`src/rtl/shift_deserializer.sv`:
```
// Serial-to-parallel receiver: strobed bits are counted into a WIDTH-bit word, presented with valid/ack.
// Latency: p_valid rises one clock after the bit_en that carries the last bit of a frame.
// Backpressure: none toward the link; an unacked word is overwritten by the next one and ovr pulses.
module shift_deserializer #(
  parameter int WIDTH = 8
) (
  input  logic                       clk,
  input  logic                       reset,
  input  logic                       start,
  input  logic                       bit_en,
  input  logic                       sdata,
  input  logic                       msb_first,
  input  logic                       p_ack,
  output logic [WIDTH-1:0]           p_out,
  output logic                       p_valid,
  output logic                       busy,
  output logic [$clog2(WIDTH+1)-1:0] bit_cnt,
  output logic                       ovr,
  output logic                       frm_err
);

  localparam int CW = $clog2(WIDTH+1);

  typedef enum logic {
    IDLE = 1'b0,
    RECV = 1'b1
  } state_t;

  state_t           state_q, state_d;
  logic [WIDTH-1:0] sr_q, sr_d;
  logic [WIDTH-1:0] shifted;
  logic [WIDTH-1:0] pout_d;
  logic [CW-1:0]    cnt_d;
  logic             dir_q, dir_d;
  logic             pvalid_d, ovr_d, frm_d;
  logic             last_bit;

  // Shift register contents after accepting sdata in the direction latched at frame start.
  always_comb begin
    shifted = dir_q ? {sr_q[WIDTH-2:0], sdata} : {sdata, sr_q[WIDTH-1:1]};
  end

  // The bit that fills the word; only meaningful while receiving.
  always_comb begin
    last_bit = bit_en && (bit_cnt == CW'(WIDTH-1));
  end

  // Next-state and datapath: completion is evaluated first so a restart on the same edge
  // still delivers the finished word, then the restart overrides state and counter.
  always_comb begin
    state_d  = state_q;
    sr_d     = sr_q;
    cnt_d    = bit_cnt;
    dir_d    = dir_q;
    pout_d   = p_out;
    pvalid_d = p_valid;
    ovr_d    = 1'b0;
    frm_d    = 1'b0;

    if (p_valid && p_ack) begin
      pvalid_d = 1'b0;
    end

    case (state_q)
      IDLE: begin
        if (start) begin
          state_d = RECV;
          cnt_d   = '0;
          sr_d    = '0;
          dir_d   = msb_first;
        end
      end
      RECV: begin
        if (last_bit) begin
          pout_d   = shifted;
          pvalid_d = 1'b1;
          ovr_d    = p_valid && !p_ack;
          state_d  = IDLE;
          cnt_d    = '0;
          sr_d     = '0;
        end
        if (start) begin
          frm_d   = 1'b1;
          state_d = RECV;
          cnt_d   = '0;
          sr_d    = '0;
          dir_d   = msb_first;
        end else if (bit_en && !last_bit) begin
          sr_d  = shifted;
          cnt_d = bit_cnt + CW'(1);
        end
      end
      default: begin
        state_d = IDLE;
        cnt_d   = '0;
      end
    endcase
  end

  // State and output registers; reset discards any partial frame.
  always_ff @(posedge clk) begin
    if (reset) begin
      state_q <= IDLE;
      sr_q    <= '0;
      bit_cnt <= '0;
      dir_q   <= 1'b0;
      p_out   <= '0;
      p_valid <= 1'b0;
      ovr     <= 1'b0;
      frm_err <= 1'b0;
    end else begin
      state_q <= state_d;
      sr_q    <= sr_d;
      bit_cnt <= cnt_d;
      dir_q   <= dir_d;
      p_out   <= pout_d;
      p_valid <= pvalid_d;
      ovr     <= ovr_d;
      frm_err <= frm_d;
    end
  end

  assign busy = (state_q == RECV);

endmodule

```
`config.mk`:
```
export PLATFORM = sky130hd
export DESIGN_NAME = shift_deserializer
export DESIGN_NICKNAME = d
export VERILOG_FILES = /design/src/rtl/shift_deserializer.sv
export SDC_FILE = /design/constraint.sdc
export NUM_CORES = 1
export LEC_CHECK = 0
export CORE_ASPECT_RATIO = 1.2
export CORE_MARGIN = 5
export CORE_UTILIZATION = 40
export DETAILED_ROUTE_END_ITERATION = 10
export PLACE_DENSITY = 0.66
export RECOVER_POWER = 50
export SYNTH_ARGS = -nofsm -noshare
export SYNTH_HDL_FRONTEND = slang
export SYNTH_SLANG_ARGS = --single-unit
```
`constraint.sdc`:
```
create_clock -name clk -period 2.93 [get_ports clk]
set_input_delay 0.4395 -clock clk [delete_from_list [all_inputs] [get_ports clk]]
set_output_delay 0.4395 -clock clk [all_outputs]
set_load 0.03 [all_outputs]
```
==> results.env <==
PLACE.GP.CONGESTION=0.798
DIEHEIGHT_UM=65.9
PLACE_INST=160
ASYNCSETRESETFLOPFRACSYNTH_PCT=0
POST-CTS-SETUP-BUFFER-COUNT=0
ANTENNA_LEFT=0
SETUP.REG_TO_REG.WORST_SLACK_NS=1.17
GRT_FIRST_PASS_WIRELENGTH_MM=3.61
DRV_SLEW=0
CTS_BUFFERS=3
START_UTIL_PCT=41.2
FINAL_MIN_PERIOD_OVER_CLOCK_PERIOD_PCT=66.4
DRT-VIAS-PER-INSTANCE=5.30
TOTALWIRELENGTH_MM=2.07
AREAGROWTHSYNTHTOFINISH_PCT=23.5
PRE_CTS_SLACK_NS=0.754
HPWLAFTERDP_MM=1.53
REQUIRED_NS=3.16
MAXIMUM_CLOCK_SKEW_AT_FINAL_LAYOUT_NS=0.00217
ANTENNA_FOUND_INITIAL=0
DRC=0
CP_ARRIVAL_NS=2.18
YOSYSMOSTFREQUENTCELL='sky130_fd_sc_hd__dfxtp_1'
REG2REGPATHDEPTH=4
CELL_ROW_COUNT=20
YS_DOMINANT_REG_CELL='sky130_fd_sc_hd__dfxtp_1'
TOTAL_TRACK_USAGE_PCT=12.1
DIEAREA_UM2=3730
GRT_MAX_DEGREE=26
TRITONCTS='yes'
POWER.IR.VDD_WORST_mV=0.197
FINALHOLDWORSTSLACK_NS=0.488
MAX-CLOCK-PATH-BUFFERS=2
STANDBY_LEAKAGE_POWER_nW=0.467
PWR_DENSITY_CELL_nW_PER_UM2=416
WORSTMARGINPINSLEW_NS=0.866
SETUP-TNS-FINAL_NS=0
ENDPOINT_KIND='register'
SYNTH_SEQ_CELLS=25
FINALWORSTSETUPSLACK_NS=0.985
IO_PINS=23
SYNTH_LARGEST_AREA_CELL='sky130_fd_sc_hd__dfxtp_1'
MIN_PERIOD_NS=1.95
PLACEABLECOREAREA_UM2=2530
TIMING.CRITICAL_PATH.FROM_TYPE='primary input'
PORT_BUFFERS=22
POST_LAYOUT_NONFILLER_INSTANCES=164
DRT_PRE_ANTENNA_ITERS=4
MIN_TO='ovr'
WORST_R2R_STARTPOINT='bit_cnt[0]'
RELSLEWSLACK_PCT=42.0
ROOT_BUFFER='sky130_fd_sc_hd__clkbuf_4'
SETUP_VIOL_COUNT_FINAL=0
CTS_RESIZED=0
YOSYSSEQAREASHARE_PCT=48.0
HOLD_VIOL=0
TIMING.FMAX_MHz=514
LAYOUT-DRIVE-GT1-SHARE_PCT=8.40
CTS.SINKS=25
POST_SYNTH_NUM_CELL_TYPES=22
WORST_SETUP_HOLD_PATH_CLK_SLEW_NS=0.13
HOLD_PATH_STARTPOINT='p_valid'
CLKLATENCYLATEPIN_NS=0.30
WORSTSETUPPATHTYPE='in2reg'
SYNTH_EDF_COUNT=0
SYNTHTOPCELLSBYCOUNT='sky130_fd_sc_hd__dfxtp_1, sky130_fd_sc_hd__nor3_1, sky130_fd_sc_hd__a21oi_1, sky130_fd_sc_hd__nor2_1, sky130_fd_sc_hd__a32oi_1'
HOLD_PATH_CLASS='reg2reg'
HOLD_DEPTH=2
GRT_SETUP_UNREPAIRED='no'
CTSHOLDBUFFERS=0
SYNTH.YOSYS.WARNINGS=0
YOSYSTOPAREACELLSHARE_PCT=48.0
FILL_CELLS=244
SYNTH_CELLS=114
NETLIST_TOP_CELLS_AREA='sky130_fd_sc_hd__dfxtp_1, sky130_fd_sc_hd__nor3_1, sky130_fd_sc_hd__mux2_2'
FIRST_GLOBAL_VIAS=814
CRIT-REG2REG-CAPTURE='sr_q[0]'
SYNTHESIS.NETS=122
CTS-HTREE-LEVELS=1
FINISH.NET_COUNT=140
WORSTPATHMAXFANOUT=12
ROUTE.VIAS.TOTAL=869
GRT.OVERFLOW.TOTAL=0
OUTCOME='finished clean'
POST_DRT_WL_PER_CELL_UM=12.6
SYNTHESIS.AREA_UM2=1040
INSERTEDDIODECOUNT=0
SYNTH.AVG_CELL_AREA_UM2=9.14
DRT_ITER0_DRC=13
MAX-CAP-VIOLATIONS=0
FLOORPLAN.DIE.WIDTH_UM=56.6
-- area by class of cell --
| cell class | count | area [um^2] | area share (%) |
|---|---|---|---|
| Sequential cell | 25 | 500 | 38.9 |
| Multi-Input combinational cell | 78 | 492 | 38.2 |
| Timing Repair Buffer | 22 | 220 | 17.1 |
| Tap cell | 33 | 41.3 | 3.21 |
| Clock buffer | 4 | 26.3 | 2.04 |
| Inverter | 2 | 7.51 | 0.583 |
-- where the power goes --
part	internal [mW]	switching (mW)	total (mW)
logic	0.0167	0.0228	0.0395
clock network	0.0530	0.0948	0.148
registers	0.343	0.00495	0.348
total	0.413	0.123	0.535
-- worst max-delay path, cell delays in order --
cell                            delay [ns]
sky130_fd_sc_hd__dlygate4sd3_1        0.62
sky130_fd_sc_hd__and3b_1              0.49
sky130_fd_sc_hd__or4b_1               0.47
sky130_fd_sc_hd__a31oi_1              0.16
-- worst max-delay path by stage --
stage / startpoint / endpoint / slack [ns] / cells after the start
finish: start / bit_cnt[3] / 0.98 / 4
global route: start / bit_cnt[3] / 0.91 / 4
CTS: busy / busy / 0.99 / 1
detailed placement: start / bit_cnt[3] / 0.75 / 4
global placement: start / bit_cnt[3] / 0.81 / 4
floorplan: bit_cnt[0] / bit_cnt[3] / 1.27 / 5
-- flip-flops by register name, summed over array words and instances (netlist names) --
name and count:
dir_q 1, bit_cnt 4, p_valid 1, p_out 8
frm_err 1, sr_q 8, busy 1, ovr 1
-- metal layers --
| metal | vias to the layer above | wire length [um] | global-route usage, % |
|---|---|---|---|
| li1 | 449 | - | - |
| met1 | 404 | 983 | 14.0 |
| met2 | 14 | 982 | 21.0 |
| met3 | 2 | 72 | 2.15 |
| met4 | 0 | 34 | 6.53 |
| met5 | - | 0 | 0 |
-- logic make-up (layout without fill, tap and decap cells) --
family / after synthesis / after routing / synth area share [%]
buffers and inverters: 11 / 28 / 4.80
AOI/OAI and AO/OA: 23 / 23 / 14.4
adders and majority gates: 1 / 1 / 1.20
DFF: 25 / 25 / 48.0
and+or+nand+nor: 44 / 44 / 21.1
muxes: 9 / 9 / 9.60
xor gates and xnor gates: 1 / 1 / 0.840
-- layout by cell type, fill, tap and decap left out, drive strengths merged --
| cell | netlist | final |
|---|---|---|
| a21oi | 12 | 12 |
| clkdlybuf4s50 | 0 | 12 |
| nor3 | 18 | 18 |
| or4b | 1 | 1 |
| xor2 | 1 | 1 |
| a31oi | 1 | 1 |
| nand2b | 1 | 1 |
| and2 | 1 | 1 |
| nand3 | 3 | 3 |
| and3b | 2 | 2 |
| dfxtp | 25 | 25 |
| a32oi | 9 | 9 |
| nor2 | 11 | 11 |
| inv | 2 | 2 |
| dlygate4sd3 | 0 | 10 |
| ha | 1 | 1 |
| o21ai | 1 | 1 |
| nand3b | 2 | 2 |
| mux2 | 8 | 8 |
| nand2 | 5 | 5 |
| clkbuf | 7 | 4 |
| mux2i | 1 | 1 |
-- per-stage QoR --
| stage | area [um^2] | total power [mW] | util [%] |
|---|---|---|---|
| final | 1290 | 0.535 | 50.9 |
| after CTS | 1290 | 0.540 | 50.9 |
| after global routing | 1290 | 0.562 | 50.9 |
| after global placement | 1260 | 0.395 | 49.9 |
| after detailed placement | 1260 | 0.396 | 49.9 |
| after floorplan | 1040 | 0.379 | - |
Note: power is estimated with default switching activity, not from simulation.
